File: src/rtl/dma_bank_decode.sv
// DMA address decoder / bank selector: latches the bus address on a dbapr rise and
// holds range, bank and write decode through a hold window. Optional sticky range error via DMA_DECODE_AERR_EN.
module dma_bank_decode #(
  parameter int ADDR_W    = 24,
  parameter int MEM_LOG2  = 22,
  parameter int BANK_LSB  = 20,
  parameter int BANK_W    = 2,
  parameter int NUM_BANKS = 3,
  parameter int HOLD_CYC  = 2
) (
  input  logic                 sysclk,
  input  logic                 sys_rst_n,
  input  logic                 dbapr,
  input  logic [ADDR_W-1:0]    bd_n,
  input  logic                 bmem_n,
  input  logic                 binput_n,
  input  logic                 moff_n,
  input  logic                 bgnt_n,
  input  logic                 err_clr,
  output logic                 aok,
  output logic [NUM_BANKS-1:0] bank,
  output logic                 mwrite_n,
  output logic                 ddbapr_n,
  output logic                 busy,
  output logic                 aerr
);

  typedef enum logic [1:0] {S_IDLE, S_ACTIVE, S_HOLD} state_t;

  state_t                state_q, state_d;
  logic                  dbapr_q;
  logic                  arm_q;
  logic [3:0]            cnt_q, cnt_d;
  logic                  aok_q, aok_d;
  logic [NUM_BANKS-1:0]  bank_q, bank_d;
  logic                  mwr_q, mwr_d;
  logic                  busy_q, busy_d;

  logic [ADDR_W-1:0]     addr_in;
  logic [BANK_W-1:0]     idx_in;
  logic                  mem_in, rd_in, off_in;
  logic                  in_range;
  logic [NUM_BANKS-1:0]  bank_raw;
  logic                  rise, fall, latch;

  function automatic logic [NUM_BANKS-1:0] onehot_f(input logic [BANK_W-1:0] idx);
    logic [NUM_BANKS-1:0] oh;
    oh = '0;
    for (int i = 0; i < NUM_BANKS; i++) oh[i] = (int'(idx) == i);
    return oh;
  endfunction

  assign addr_in = ~bd_n;
  assign idx_in  = addr_in[BANK_LSB +: BANK_W];
  assign mem_in  = ~bmem_n;
  assign rd_in   = ~binput_n;
  assign off_in  = ~moff_n;

  assign in_range = mem_in & ~off_in & (addr_in[ADDR_W-1:MEM_LOG2] == '0) &
                    (int'(idx_in) < NUM_BANKS);
  assign bank_raw = in_range ? onehot_f(idx_in) : '0;

  // The first clock after reset only primes the strobe history, so a strobe
  // already high at release is never mistaken for a rise.
  assign rise = dbapr & ~dbapr_q & arm_q;
  assign fall = ~dbapr & dbapr_q;

  always_comb begin
    state_d = state_q;
    cnt_d   = cnt_q;
    aok_d   = aok_q;
    bank_d  = bank_q;
    mwr_d   = mwr_q;
    latch   = 1'b0;
    case (state_q)
      S_IDLE: begin
        if (rise) latch = 1'b1;
      end
      S_ACTIVE: begin
        if (fall) begin
          if (HOLD_CYC == 0) begin
            state_d = S_IDLE;
          end else begin
            state_d = S_HOLD;
            cnt_d   = 4'(HOLD_CYC);
          end
        end
      end
      S_HOLD: begin
        if (rise) begin
          latch = 1'b1;
        end else if (cnt_q <= 4'd1) begin
          state_d = S_IDLE;
          cnt_d   = '0;
        end else begin
          cnt_d = cnt_q - 4'd1;
        end
      end
      default: state_d = S_IDLE;
    endcase

    if (latch) begin
      state_d = S_ACTIVE;
      cnt_d   = '0;
      aok_d   = in_range;
      bank_d  = bank_raw;
      mwr_d   = in_range & ~rd_in;
    end else if (state_d == S_IDLE) begin
      aok_d  = 1'b0;
      bank_d = '0;
      mwr_d  = 1'b0;
    end
    busy_d = (state_d != S_IDLE);
  end

  always_ff @(posedge sysclk or negedge sys_rst_n) begin
    if (!sys_rst_n) begin
      state_q <= S_IDLE;
      dbapr_q <= 1'b0;
      arm_q   <= 1'b0;
      cnt_q   <= '0;
      aok_q   <= 1'b0;
      bank_q  <= '0;
      mwr_q   <= 1'b0;
      busy_q  <= 1'b0;
    end else begin
      state_q <= state_d;
      dbapr_q <= dbapr;
      arm_q   <= 1'b1;
      cnt_q   <= cnt_d;
      aok_q   <= aok_d;
      bank_q  <= bank_d;
      mwr_q   <= mwr_d;
      busy_q  <= busy_d;
    end
  end

  // Grant gates only the bank strobes and the write; aok stays visible.
  assign aok      = aok_q;
  assign bank     = bank_q & {NUM_BANKS{~bgnt_n}};
  assign mwrite_n = ~(mwr_q & ~bgnt_n);
  assign ddbapr_n = ~dbapr_q;
  assign busy     = busy_q;

`ifdef DMA_DECODE_AERR_EN
  logic aerr_q, aerr_d;

  always_comb begin
    aerr_d = aerr_q;
    if (err_clr) aerr_d = 1'b0;
    if (latch && mem_in && !off_in && !in_range) aerr_d = 1'b1;
  end

  always_ff @(posedge sysclk or negedge sys_rst_n) begin
    if (!sys_rst_n) aerr_q <= 1'b0;
    else            aerr_q <= aerr_d;
  end

  assign aerr = aerr_q;
`else
  logic unused_err_clr;
  assign unused_err_clr = err_clr;
  assign aerr = 1'b0;
`endif

  logic unused_addr;
  assign unused_addr = ^addr_in;

endmodule
File: config.mk
export PLATFORM = sky130hd
export DESIGN_NAME = dma_bank_decode
export DESIGN_NICKNAME = d
export VERILOG_FILES = /design/src/rtl/dma_bank_decode.sv
export SDC_FILE = /design/constraint.sdc
export NUM_CORES = 1
export LEC_CHECK = 0
export CAP_MARGIN = 20
export CORE_MARGIN = 5
export CORE_UTILIZATION = 36
export CTS_CLUSTER_DIAMETER = 120
export DETAILED_ROUTE_END_ITERATION = 10
export PLACE_DENSITY = 0.77
export SLEW_MARGIN = 10
export SYNTH_ARGS = -nofsm -noshare
export SYNTH_HDL_FRONTEND = slang
export SYNTH_SLANG_ARGS = --single-unit
File: constraint.sdc
create_clock -name sysclk -period 2.1 [get_ports sysclk]
set_input_delay 0.63 -clock sysclk [delete_from_list [all_inputs] [get_ports sysclk]]
set_output_delay 0.63 -clock sysclk [all_outputs]
set_load 0.02 [all_outputs]
==> key figures <==
CTS
  – Worst-path clk slew: 0.08 ns
  – Clk_lat worst skew: 0.28 ns
  – Hold_buf cts: 0
  – CTS sink cnt: 14
  – Root Driver: clkbuf_4
  – CTS resizes: 16
  – H-tree levels: 1
  – TritonCTS buffer count: 3
  – Post-CTS setup buffer count: 0
  – Clk buf depth: 2
  – CTS tree: yes

Timing
  – RSZ-0062 raised after global routing: false
  – Hold_ws: 0.515 ns
  – Clock skew after layout: 0.00208 ns
  – Final hold viol count: 0
  – Setup WS post-layout: 0.0723 ns
  – Final Max Tran Viols: 0
  – Setup violations, final: 0
  – Final worst-path cycle share: 96.6%
  – Fmax: 493 MHz
  – Setup_tns: 0 ns
  – Period minus WS final: 2.03 ns

Cells and area
  – Nets: 126
  – Share of post-route cells with drive strength above 1: 18.7%
  – Area Overhead vs Synth: 35.8%
  – Core Util, Final: 52.8%
  – Fillers: 172
  – Antenna Diode Count: 0

Routing
  – DRC violation count after routing: 0
  – Routed vias: 573
  – Iter 0 DRT Violations: 6
  – WL final: 1.49 mm
  – First-pass DRT Iterations: 4
  – Antenna viol nets, final: 0
  – Routed WL per cell: 12.8 um
  – Vias per std cell: 4.94

Pwr
  – VDD IR max: 0.000561 V
  – Clock network fraction of design power: 21.9%
  – Power Internal: 0.590 mW
  – PwrDens: 953 nW/um2
  – Gate power share: 36.1%
  – Switching Share: 33.5%
  – Seq pwr share: 42.0%
  – Net Sw Power: 0.297 mW
  – Leakage: 0.442 nW
  – Pwr Total: 0.888 mW

Placed design
  – Pre-CTS setup slack: -0.402 ns
  – Number of port buffers: 17
  – Detailed placement HPWL: 1.13 mm
  – Final Wtd Congestion: 0.765

Die
  – Core Area: 1760 um2
  – Die area: 2880 um2
  – I/O pins: 40
  – Rows: 15
  – Die X: 53.6 um
  – Die height: 53.6 um
  – Initial Util: 38.9%

Yosys
  – FFs w/ async S/R, synth: 100%
  – Largest cells by area after synthesis: dfrtp_1, nand2_1, ha_1
  – Synthesized area per cell: 10.2 um2
  – Share of the synthesized area in the top cell type: 51.1%
  – Yosys reg bits: 14
  – Syn_nets: 101
  – Synthesized instance count: 67
  – Sequential share of the synthesized area: 51.1%
  – Post-synth top area cell: dfrtp_1
  – Top FF cell, synth: dfrtp_1
  – Top-count cell post-synth: dfrtp_1
  – Yosys cell types: 35
  – Cell area after synthesis: 686 um2
  – Number of synthesized flops with an enable pin: 0
  – Syn. warnings: 0
  – Most frequent cells after synthesis: dfrtp_1, nand2_1, nor2_1, nor2b_1, inv_1

Critical path
  – FF-to-FF setup slack: 0.31 ns
  – Worst path arrival time: 1.40 ns
  – Crit Path Class: flip-flop to output port
  – CP startpoint kind: flip-flop
  – Crit. End Element: output port
  – Worst-path maximum fanout: 5
  – Worst Path Required: 1.47 ns

Global routing
  – First-pass GRT wire length: 2.35 mm
  – Initial antenna violation count: 0
  – Total grt overflow: 0
  – Total global-route track usage: 11.3%
  – Vias in the first global route: 558
  – Largest net degree at the start of global routing: 15

Status
  – Status: complete, no violations

Flow run
  – Maximum capacitance violations: 0

Min path
  – Hold crit path type: flip-flop to flip-flop
==> cell type report <==
type | count | area, um2 | share of cell area [%]
clock buffers | 4 | 36.3 | 3.90
well taps | 25 | 31.3 | 3.36
inverters | 4 | 15.0 | 1.61
flip-flops and latches | 14 | 350 | 37.6
multi-input cells | 47 | 308 | 33.1
repair buffers | 22 | 190 | 20.4
==> power groups by stage <==
stage / clock network [mW] / logic (mW) / registers (mW)
3_5_place_dp: 0 / 0.323 / 0.377
2_1_floorplan: 0 / 0.209 / 0.380
3_3_place_gp: 0 / 0.314 / 0.375
5_1_grt: 0.212 / 0.352 / 0.383
4_1_cts: 0.198 / 0.323 / 0.372
6_report: 0.194 / 0.321 / 0.372
==> cells in the final DEF (no fill, tap or decap), types with 2 or more instances in the layout <==
| master | n |
|---|---|
| buf_2 | 4 |
| buf_4 | 5 |
| clkbuf_4 | 3 |
| clkdlybuf4s50_1 | 12 |
| conb_1 | 2 |
| dfrtp_1 | 14 |
| ha_1 | 2 |
| inv_1 | 3 |
| nand2_1 | 7 |
| nand2b_1 | 2 |
| nor2_1 | 4 |
| nor2b_1 | 4 |
| nor3_1 | 2 |
| o22ai_1 | 2 |
==> sequential cells by signal (all words and copies together) (netlist names) <==
| register | count |
|---|---|
| cnt_q | 4 |
| bank_q | 3 |
| state_q | 2 |
| aok | 1 |
| arm_q | 1 |
| busy | 1 |
| dbapr_q | 1 |
| mwr_q | 1 |
==> layer usage <==
layer  GRT usage, %  up-vias  wire, um
met4           5.11        0        21
met2           19.4       19       679
met1           13.1      270       676
met5              0        -         0
li1               -      280         -
met3           3.05        4       112
==> cells by family after synthesis <==
family / count (synthesis) / share of synthesized area (%)
and+or+nand+nor: 28 / 22.6
DFF: 14 / 51.1
AOI/OAI and AO/OA: 13 / 14.6
buffers and inverters: 6 / 4.01
adders and majority gates: 2 / 3.65
other: 2 / 1.10
xor gates and xnor gates: 1 / 1.28
muxes: 1 / 1.64
==> critical path, cell delays in order, from the launching register on <==
cell and delay [ns]:
dfrtp_1 0.44, inv_2 0.08, clkdlybuf4s50_1 0.60
==> metrics by stage <==
step | cells | instance area [um2]
floorplan | 67 | 686
global placement | 112 | 912
detailed placement | 112 | 912
CTS | 116 | 928
global route | 116 | 931
finish | 116 | 931
==> final timing paths <==
kind,startpoint,to,cells past startpoint
worst max-delay path,dbapr_q,ddbapr_n,2
worst min-delay path,aok,aok,1
worst max register to register,cnt_q[0],mwr_q,7
worst min register to register,aok,aok,1
max in group asynchronous,sys_rst_n,cnt_q[1],2
min in group asynchronous,sys_rst_n,bank_q[1],2
Note: power is estimated with default switching activity, not from simulation.
